--- config.mk ---
export PLATFORM = sky130hd
export DESIGN_NAME = ov7670_config_sequencer
export DESIGN_NICKNAME = d
export VERILOG_FILES = /design/src/rtl/ov7670_pkg.sv /design/src/rtl/ov7670_config_rom.sv /design/src/rtl/ov7670_config_sequencer.sv
export SDC_FILE = /design/constraint.sdc
export NUM_CORES = 1
export LEC_CHECK = 0
export ABC_AREA = 1
export CORE_ASPECT_RATIO = 0.75
export CORE_MARGIN = 2
export CORE_UTILIZATION = 30
export CTS_CLUSTER_DIAMETER = 200
export CTS_CLUSTER_SIZE = 16
export DETAILED_ROUTE_END_ITERATION = 8
export PLACE_DENSITY = 0.45
export SETUP_SLACK_MARGIN = 0.5
export SLEW_MARGIN = 20
export SYNTH_ARGS = -nofsm -noshare
export SYNTH_HDL_FRONTEND = slang
export SYNTH_HIERARCHICAL = 1
export SYNTH_SLANG_ARGS = --single-unit
export TNS_END_PERCENT = 1
--- constraint.sdc ---
create_clock -name clk -period 2.78 [get_ports clk]
set_clock_uncertainty 0.15 [all_clocks]
set_input_delay 0.417 -clock clk [delete_from_list [all_inputs] [get_ports clk]]
set_output_delay 0.417 -clock clk [all_outputs]
set_load 0.01 [all_outputs]
--- src/rtl/ov7670_pkg.sv ---
// ---------------------------------------------------------------------------
// ov7670_pkg
// Shared constants and the sequencer state encoding for the OV7670 camera
// configuration path.
//   OV7670_CMD_END     : table terminator word
//   OV7670_CMD_SWRESET : COM7 soft-reset write, followed by a settle delay
//   OV7670_I2C_ID      : SCCB write address of the sensor (used by the sender)
// ---------------------------------------------------------------------------
package ov7670_pkg;

    localparam logic [15:0] OV7670_CMD_END     = 16'hFFFF;
    localparam logic [15:0] OV7670_CMD_SWRESET = 16'h1280;
    localparam logic [7:0]  OV7670_I2C_ID      = 8'h42;

    typedef enum logic [2:0] {
        POWERUP = 3'd0,
        FETCH   = 3'd1,
        SEND    = 3'd2,
        DELAY   = 3'd3,
        DONE    = 3'd4
    } ov7670_state_e;

endpackage

--- src/rtl/ov7670_config_rom.sv ---
// ---------------------------------------------------------------------------
// ov7670_config_rom
// Combinational {register, value} command table for the OV7670.
// Ports:
//   addr [INDEX_W-1:0] in  : table index
//   data [15:0]        out : command word; 16'hFFFF for unlisted addresses
// ROM_SEL picks the table: 0 = sensor setup (RGB565), 1 = short terminated
// bring-up table, 2 = four-entry table without a terminator (for exercising
// the index-wrap stop on a 2-bit index).
// ---------------------------------------------------------------------------
module ov7670_config_rom
    import ov7670_pkg::*;
#(
    parameter int unsigned INDEX_W = 8,
    parameter int unsigned ROM_SEL = 0
) (
    input  logic [INDEX_W-1:0] addr,
    output logic [15:0]        data
);

    logic [31:0] addr_s;

    // Table lookup; anything not listed reads back as the terminator.
    always_comb begin
        addr_s = 32'(addr);
        data   = OV7670_CMD_END;
        if (ROM_SEL == 32'd1) begin
            case (addr_s)
                32'd0:   data = OV7670_CMD_SWRESET;
                32'd1:   data = 16'h1204;
                32'd2:   data = 16'h4010;
                default: data = OV7670_CMD_END;
            endcase
        end else if (ROM_SEL == 32'd2) begin
            case (addr_s)
                32'd0:   data = OV7670_CMD_SWRESET;
                32'd1:   data = 16'h1204;
                32'd2:   data = 16'h4010;
                32'd3:   data = 16'h3A04;
                default: data = OV7670_CMD_END;
            endcase
        end else begin
            case (addr_s)
                32'd0:   data = OV7670_CMD_SWRESET; // COM7: soft reset
                32'd1:   data = 16'h1204;           // COM7: RGB output
                32'd2:   data = 16'h1180;           // CLKRC: direct input clock
                32'd3:   data = 16'h0C00;           // COM3: no scaling
                32'd4:   data = 16'h3E00;           // COM14: no PCLK divide
                32'd5:   data = 16'h8C00;           // RGB444 off
                32'd6:   data = 16'h0400;           // COM1: no CCIR656
                32'd7:   data = 16'h40D0;           // COM15: RGB565, full range
                32'd8:   data = 16'h3A04;           // TSLB: output sequence
                32'd9:   data = 16'h1438;           // COM9: AGC ceiling
                32'd10:  data = 16'h4FB3;           // MTX1
                32'd11:  data = 16'h50B3;           // MTX2
                32'd12:  data = 16'h5100;           // MTX3
                32'd13:  data = 16'h523D;           // MTX4
                32'd14:  data = 16'h53A7;           // MTX5
                32'd15:  data = 16'h54E4;           // MTX6
                32'd16:  data = 16'h589E;           // MTXS
                32'd17:  data = 16'h3DC0;           // COM13: gamma, UV auto
                default: data = OV7670_CMD_END;
            endcase
        end
    end

endmodule

--- src/rtl/ov7670_config_sequencer.sv ---
// ---------------------------------------------------------------------------
// ov7670_config_sequencer
// Walks the OV7670 command table and hands each {register, value} word to
// the I2C sender with a send/taken handshake. Waits POWERUP_CYCLES after
// reset before the first word, waits SWRESET_CYCLES after the COM7 soft
// reset is taken, and stops at the 16'hFFFF terminator or at the last index.
// Ports:
//   clk     in  : system clock
//   reset   in  : synchronous, active-high reset
//   resend  in  : re-run the table (only honoured when done)
//   taken   in  : sender has latched the current command
//   command out : {register, value} word presented to the sender
//   send    out : command valid
//   busy    out : low only when the table has completed
//   done    out : configuration complete
//   index   out : current table index
// ---------------------------------------------------------------------------
module ov7670_config_sequencer
    import ov7670_pkg::*;
#(
    parameter int unsigned POWERUP_CYCLES = 50000,
    parameter int unsigned SWRESET_CYCLES = 50000,
    parameter int unsigned INDEX_W        = 8,
    parameter int unsigned ROM_SEL        = 0
) (
    input  logic               clk,
    input  logic               reset,
    input  logic               resend,
    input  logic               taken,
    output logic [15:0]        command,
    output logic               send,
    output logic               busy,
    output logic               done,
    output logic [INDEX_W-1:0] index
);

    localparam logic [23:0]        PU_LAST   = 24'(POWERUP_CYCLES - 32'd1);
    localparam logic [23:0]        SR_LAST   = 24'(SWRESET_CYCLES - 32'd1);
    localparam logic [INDEX_W-1:0] IDX_MAX   = '1;
    localparam logic [INDEX_W-1:0] IDX_ONE   = INDEX_W'(1'b1);

    ov7670_state_e      state_r, state_s;
    logic [23:0]        counter_r, counter_s;
    logic [INDEX_W-1:0] index_r, index_s;
    logic [15:0]        command_r, command_s;
    logic               send_r, send_s;
    logic               busy_r, busy_s;
    logic               done_r, done_s;
    logic [15:0]        rom_data_s;

    ov7670_config_rom #(
        .INDEX_W (INDEX_W),
        .ROM_SEL (ROM_SEL)
    ) u_rom (
        .addr (index_r),
        .data (rom_data_s)
    );

    // State and output registers; outputs change together with the state.
    always_ff @(posedge clk) begin
        if (reset) begin
            state_r   <= POWERUP;
            counter_r <= 24'd0;
            index_r   <= '0;
            command_r <= 16'h0000;
            send_r    <= 1'b0;
            busy_r    <= 1'b1;
            done_r    <= 1'b0;
        end else begin
            state_r   <= state_s;
            counter_r <= counter_s;
            index_r   <= index_s;
            command_r <= command_s;
            send_r    <= send_s;
            busy_r    <= busy_s;
            done_r    <= done_s;
        end
    end

    // Next-state and next-output decode; entering DONE loads the done outputs
    // on the same edge so they are valid from the first DONE cycle.
    always_comb begin
        state_s   = state_r;
        counter_s = counter_r;
        index_s   = index_r;
        command_s = command_r;
        send_s    = send_r;
        busy_s    = busy_r;
        done_s    = done_r;
        case (state_r)
            POWERUP: begin
                if (counter_r == PU_LAST) begin
                    counter_s = 24'd0;
                    state_s   = FETCH;
                end else begin
                    counter_s = counter_r + 24'd1;
                end
            end
            FETCH: begin
                if (rom_data_s == OV7670_CMD_END) begin
                    state_s   = DONE;
                    command_s = OV7670_CMD_END;
                    send_s    = 1'b0;
                    busy_s    = 1'b0;
                    done_s    = 1'b1;
                end else begin
                    state_s   = SEND;
                    command_s = rom_data_s;
                    send_s    = 1'b1;
                end
            end
            SEND: begin
                if (taken) begin
                    send_s = 1'b0;
                    if (command_r == OV7670_CMD_SWRESET) begin
                        state_s   = DELAY;
                        counter_s = 24'd0;
                    end else if (index_r == IDX_MAX) begin
                        // Last slot held a real command: stop rather than wrap.
                        state_s   = DONE;
                        command_s = OV7670_CMD_END;
                        busy_s    = 1'b0;
                        done_s    = 1'b1;
                    end else begin
                        index_s = index_r + IDX_ONE;
                        state_s = FETCH;
                    end
                end else begin
                    send_s = 1'b1;
                end
            end
            DELAY: begin
                if (counter_r == SR_LAST) begin
                    counter_s = 24'd0;
                    if (index_r == IDX_MAX) begin
                        state_s   = DONE;
                        command_s = OV7670_CMD_END;
                        busy_s    = 1'b0;
                        done_s    = 1'b1;
                    end else begin
                        index_s = index_r + IDX_ONE;
                        state_s = FETCH;
                    end
                end else begin
                    counter_s = counter_r + 24'd1;
                end
            end
            DONE: begin
                command_s = OV7670_CMD_END;
                send_s    = 1'b0;
                if (resend) begin
                    // Re-run skips the power-up wait: the sensor is already up.
                    index_s = '0;
                    busy_s  = 1'b1;
                    done_s  = 1'b0;
                    state_s = FETCH;
                end else begin
                    busy_s = 1'b0;
                    done_s = 1'b1;
                end
            end
            default: begin
                state_s   = POWERUP;
                counter_s = 24'd0;
                index_s   = '0;
                command_s = 16'h0000;
                send_s    = 1'b0;
                busy_s    = 1'b1;
                done_s    = 1'b0;
            end
        endcase
    end

    assign command = command_r;
    assign send    = send_r;
    assign busy    = busy_r;
    assign done    = done_r;
    assign index   = index_r;

endmodule

== Word level (Yosys, flattened, before mapping) ==
Memory sizes are Yosys's and may differ from the RTL's. A register that Yosys moved wholly into a read port is not among the register bits.
Cells that the tools add are included.
Storage, ports and cells
  register bits: 54
  ROM bits: 512
  output and inout bits: 27
  word-level logic and storage cells: 82
  memories: 1
Memory list
  (name not given): words 32, bits a word 16, rd ports 1, clocked after Yosys merged registers in 1, wr ports 0, RTL line ov7670_config_rom.sv:43  | case (addr_s)
Operators by class
  $add $sub $neg: 2
  eq/ne operators: 15
  mux-type cells: 44
  bitwise operators: 3
  reductions and logical operators: 10
Operators by type and width (count)
  16-bit two-way mux: 6
  16-bit one-hot mux with 5 select lines: 1
  24-bit two-way mux: 3
  24-bit one-hot mux with 3 select lines: 1
  8-bit two-way mux: 5
  8-bit one-hot mux with 4 select lines: 1
  24-bit by 1-bit adder with 24-bit output, second input constant: 1
  24-bit by 16-bit == test with 1-bit output, second input constant: 1
  3-bit two-way mux: 7
  16-bit by 13-bit == test with 1-bit output, second input constant: 1
  16-bit == test, second input constant: 1
  3-bit one-hot mux with 5 select lines: 1
  1-bit two-way mux: 14
  2-bit != test, second input constant: 7
  5-bit two-way mux: 2
  1-bit one-hot mux with 5 select lines: 2
  5-bit AND reduction: 2
  8-bit by 1-bit adder with 8-bit output, second input constant: 1
  8-bit == test, second input constant: 1
  4-bit AND reduction: 2
  3-bit by 2-bit == test with 1-bit output, second input constant: 2
  3-bit zero test: 2
  2-bit OR reduction: 3
  3-bit by 1-bit == test with 1-bit output, second input constant: 1
  4 further kinds: 6

== Logic depth before layout (Yosys ltp) ==
  word-level depth: 7
  mapped depth: 17
  mapped depth without buffers: 17

== Hierarchy ==
The synthesis kept the hierarchy.
Modules (own cells, without submodules)
  ov7670_config_sequencer: times used 1, cells an instance 571, area each 3430.8 µm², seq. area each 1081.0 µm²
  ov7670_config_rom: times used 1, cells an instance 91, area each 515.5 µm², seq. area each 0.0 µm²

== Least setup slack after synthesis ==
Ideal clock, no wire load.
  path type: register to register
  from: register index_r[1], in the netlist index[1]
  to: register busy_r, in the netlist busy
  setup time: 0.122 ns
  arrival: 2.226 ns
  data required time: 2.508 ns
  setup slack: 0.283 ns
  cell stages (with the launch flop): 18
  period minus slack after synthesis: 2.497 ns
  path through: dfxtp_1 inv_1 ha_1 nand2_1 o21ai_0 nand2_1 nand2_1 nand2_1 nand2_1 nand2_1 nor2_1 nand2_1 o21ai_0 nand2_1 nor2_1 nand2_1 nand2_1 nand3_1
Between the ends
  cells in the longest elaborated chain, start to end: 5
Ends and longest elaborated chain
  from (decl): RTL line ov7670_config_sequencer.sv:44  | logic [INDEX_W-1:0] index_r, index_s;
  from (signal assigned): RTL line ov7670_config_sequencer.sv:72  | index_r <= index_s;
  8-bit == test (*): RTL line ov7670_config_sequencer.sv:118, ov7670_config_sequencer.sv:135
  1-bit two-way mux (*)
  1-bit two-way mux (2 in series)
  1-bit one-hot mux with 5 select lines (*)
  to (signal assigned): RTL line ov7670_config_sequencer.sv:75  | busy_r <= busy_s;
  to (decl): RTL line ov7670_config_sequencer.sv:47  | logic busy_r, busy_s;
Mark *: on every way between the ends. The rest lies on a longest branch, timed or not. The select of a mux whose other input is x is not followed.
A chain may end at the register's enable or synchronous reset.

== Worst setup path after layout ==
  from: register index_r[1], in the netlist index[1]
  to: register done_r, in the netlist done
Between the ends
  cells in the longest elaborated chain, start to end: 5
Ends and longest elaborated chain
  8-bit == test (*): RTL line ov7670_config_sequencer.sv:118, ov7670_config_sequencer.sv:135
  1-bit two-way mux (*)
  1-bit two-way mux (2 in series)
  1-bit one-hot mux with 5 select lines (*)
  to (signal assigned): RTL line ov7670_config_sequencer.sv:76  | done_r <= done_s;
  to (decl): RTL line ov7670_config_sequencer.sv:48  | logic done_r, done_s;
Marked as above.

==> qor.csv <==
stage,metric,value,unit
status,outcome,completed,
clock_tree,clkTransAtPathRegs,0.08,ns
sta,final_max_slew_viol_count,0,
global_routing,antenna_found_initial,0,
worst_setup_path,required,2.83,ns
worst_setup_path,crit_chain,inv_4 -> ha_4 -> nand2_1 -> o21ai_1 -> nand2_1 -> nand2_1 -> nand2_1 -> nand2_2 -> nand2_1 -> nor2_1 -> nand2_1 -> o21ai_2 -> nand2_1 -> nor2_1 -> nand2_1 -> nand2_1 -> nor2_1,
power_and_ir_drop,total_power,0.00149,W
power_and_ir_drop,power_density,318,nW/um^2
power_and_ir_drop,pwr-share-comb,0.022,
power_and_ir_drop,p_leak,1.92,nW
floorplan,pin_count,31,
route,wl,12.1,mm
floorplan,start_util,0.305,
sta,finalSetupViolCount,0,
floorplan,die-area,14100,um^2
final_layout,area_delta_synth_final,18.8,%
logic_synthesis,avgSynthCellArea,5.96,um^2
floorplan,die_w,136,um
route,via_per_inst,4.90,
sta,tns,0,ns
final_layout,diodes,0,
final_layout,fillers,1423,
worst_setup_path,critPathMostFrequentCell,nand2_1,
clock_tree,cts-root-buf,clkbuf_16,
worst_setup_path,slowest_stage,dfxtp_4,
logic_synthesis,ys_types,35,
clock_tree,cts_tree,built,
power_and_ir_drop,ir_worst_vdd,227,uV
global_routing,overflow,0,
sta,min_period_over_period,0.772,
job,cap_violations,0,
route,drt_iter0_drc,286,
sta,fin_crit,2.15,ns
clock_tree,cts_max_level,2,
global_routing,grt_pass1_wl,19.0,mm
logic_synthesis,synth-edff-count,0,
sta,max_freq,0.466,GHz
place,preCtsSetupSlack,0.246,ns
worst_setup_path,path_max_fanout,4,
power_and_ir_drop,power.internal,0.00115,W
global_routing,first_global_vias,3580,
worst_setup_path,arrival,2.20,ns
logic_synthesis,synthCells,662,
logic_synthesis,yosys_warnings,6,
power_and_ir_drop,clkPwrFrac,0.455,
place,place_congestion,0.934,
global_routing,grtUsageTotal,0.171,
final_layout,nets,705,
global_routing,grt_max_degree,42,
power_and_ir_drop,p_sw_frac,0.229,
logic_synthesis,ys_seq_area_frac,0.274,
place,numPortBuffers,30,
route,dr.pass1.iters,6,
clock_tree,cts.path.max_buffers,2,
clock_tree,cts_sinks,54,
floorplan,rows,36,
worst_setup_path,r2r_setup_slack,0.63,ns
worst_setup_path,setup.worst_path.end_class,flop,
logic_synthesis,async_flop_share,0,
clock_tree,numCtsBuffers,5,
sta,setup_ws,0.634,ns
sta,relSlewSlack,0.662,
worst_setup_path,critPathLaunchType,flop,
logic_synthesis,yosys_most_used_dff,dfxtp_1,
route,drt-wirelength-per-cell,14.0,um
logic_synthesis,syn-cell-area,3950,um^2
clock_tree,hold_buffers,0,
worst_setup_path,worstSetupPathType,flop to flop,
logic_synthesis,syn-num-nets,675,
hold_path,hp-class,flop to flop,
power_and_ir_drop,p_switching,0.000342,W
final_layout,drive_above_1_share,0.113,
sta,worst_slew_pin_slew,0.506,ns
place,place_hpwl,9.17,mm
worst_setup_path,critPathMaxStageDelay,0.38,ns
floorplan,coreArea,12900,um^2
clock_tree,worstSkewPairLatency,0.30,ns
route,vias,4235,
floorplan,die_y,103,um
route,drc,0,
sta,rsz0062_at_grt,yes,
place,dpl_cell_area,4400,um^2
sta,final-hold-violation-count,0,
logic_synthesis,synth_seq_cells,54,
final_layout,finalInstanceArea,4690,um^2
route,ant_nets,0,
power_and_ir_drop,seqPwrFrac,0.523,
==> state kept, by name (all words and copies together), names as in the netlist <==
signal     count
counter_r     24
command       16
index          8
state_r        3
busy           1
done           1
send           1
==> per-stage QoR <==
step,utilization,hold slack [ns],instances
CTS,0.355,0.335,860
floorplan,-,0.321,662
global placement,0.340,0.320,850
global route,0.363,0.369,864
detailed placement,0.340,0.325,850
finish,0.363,0.331,864
==> per-layer routing <==
layer  routed length (um)  track usage  part of all wire  up-vias
met5                    0            0                 0        -
met4                   55       0.0240            0.0046        0
li1                     -            -                 -     2204
met3                  637       0.0288             0.053        7
met1                 6930        0.292              0.57     1911
met2                 4450        0.216              0.37      113
==> placed cells by master (no fill, tap or decap), drive strengths merged <==
cell type and instances:
a31oi 1, ha 9, dfxtp 54, nand3 66, inv 62, clkbuf 6
xor2 1, clkinv 3, nor3 4, nor2 90, nand2 229, clkdlybuf4s50 30
a21o 2, o21ai 19, buf 18, nand4 34, o211ai 3, or2 4
o21bai 4, nand3b 1, o211a 1, a21oi 52
==> critical path: cells and delay by family, from the launching register on <==
kind | cells | cell delay (ns)
flops | 1 | 0.38
simple gates | 13 | 0.94
compound gates | 2 | 0.26
fa+ha+maj | 1 | 0.26
buf+inv | 1 | 0.06
==> power groups by stage <==
stage / sequential (W) / clock [W] / combinational, W
5_1_grt: 0.000781 / 0.000731 / 0.0000353
3_5_place_dp: 0.000800 / 0 / 0.0000324
4_1_cts: 0.000780 / 0.000709 / 0.0000324
3_3_place_gp: 0.000800 / 0 / 0.0000321
2_1_floorplan: 0.000797 / 0 / 0.0000229
6_report: 0.000780 / 0.000678 / 0.0000321
==> Yosys cell counts (2+ instances only) <==
cell type,count,share of area
inv_2,5,0.0048
nor3_1,3,0.0038
nand2_2,6,0.0095
buf_2,10,0.013
nor2_2,5,0.0079
o211ai_1,3,0.0057
o21ai_1,3,0.0038
nand3_2,5,0.013
nand4_1,34,0.054
inv_1,57,0.054
o21bai_1,4,0.0076
buf_6,4,0.011
a21oi_4,2,0.0082
or2_2,4,0.0063
o21ai_0,16,0.020
nand2_1,222,0.21
a21oi_2,3,0.0067
dfxtp_1,54,0.27
clkbuf_1,6,0.0057
a21oi_1,47,0.060
buf_4,4,0.0076
nor2_1,84,0.080
ha_1,9,0.029
nand3_1,60,0.076
a21o_1,2,0.0038
==> cell families after synthesis <==
| kind of cell | share of synthesized area |
|---|---|
| compound gates | 0.120 |
| fa+ha+maj | 0.0285 |
| xor+xnor | 0.00222 |
| simple gates | 0.476 |
| buf+inv | 0.0996 |
| flops | 0.274 |
==> final cells by class <==
class,count,area [um^2],area share
Timing Repair Buffer,48,447,0.0953
Inverter,63,246,0.0526
Sequential cell,54,1090,0.233
Tap cell,171,214,0.0456
Multi-Input combinational cell,520,2530,0.540
Clock inverter,2,17.5,0.00374
Clock buffer,6,139,0.0296
==> timing repair <==
item                                    in CTS  in global routing
buffers inserted                             2                  4
hold endpoints to repair                     0                  0
endpoints found under the setup margin       7                 26
pin swaps                                    1                  9
resized for setup                            4                 24
==> final timing paths <==
kind / startpoint / endpoint / cells past startpoint
setup reg to reg: index[1]$_SDFFE_PP0P_ / done$_SDFFE_PP0P_ / 17
hold reg to reg: command[9]$_SDFFE_PP0P_ / command[9]$_SDFFE_PP0P_ / 2
setup / recovery: index[1]$_SDFFE_PP0P_ / done$_SDFFE_PP0P_ / 17
hold / removal: command[9]$_SDFFE_PP0P_ / command[9]$_SDFFE_PP0P_ / 2
(Power assumes the default switching activity.)
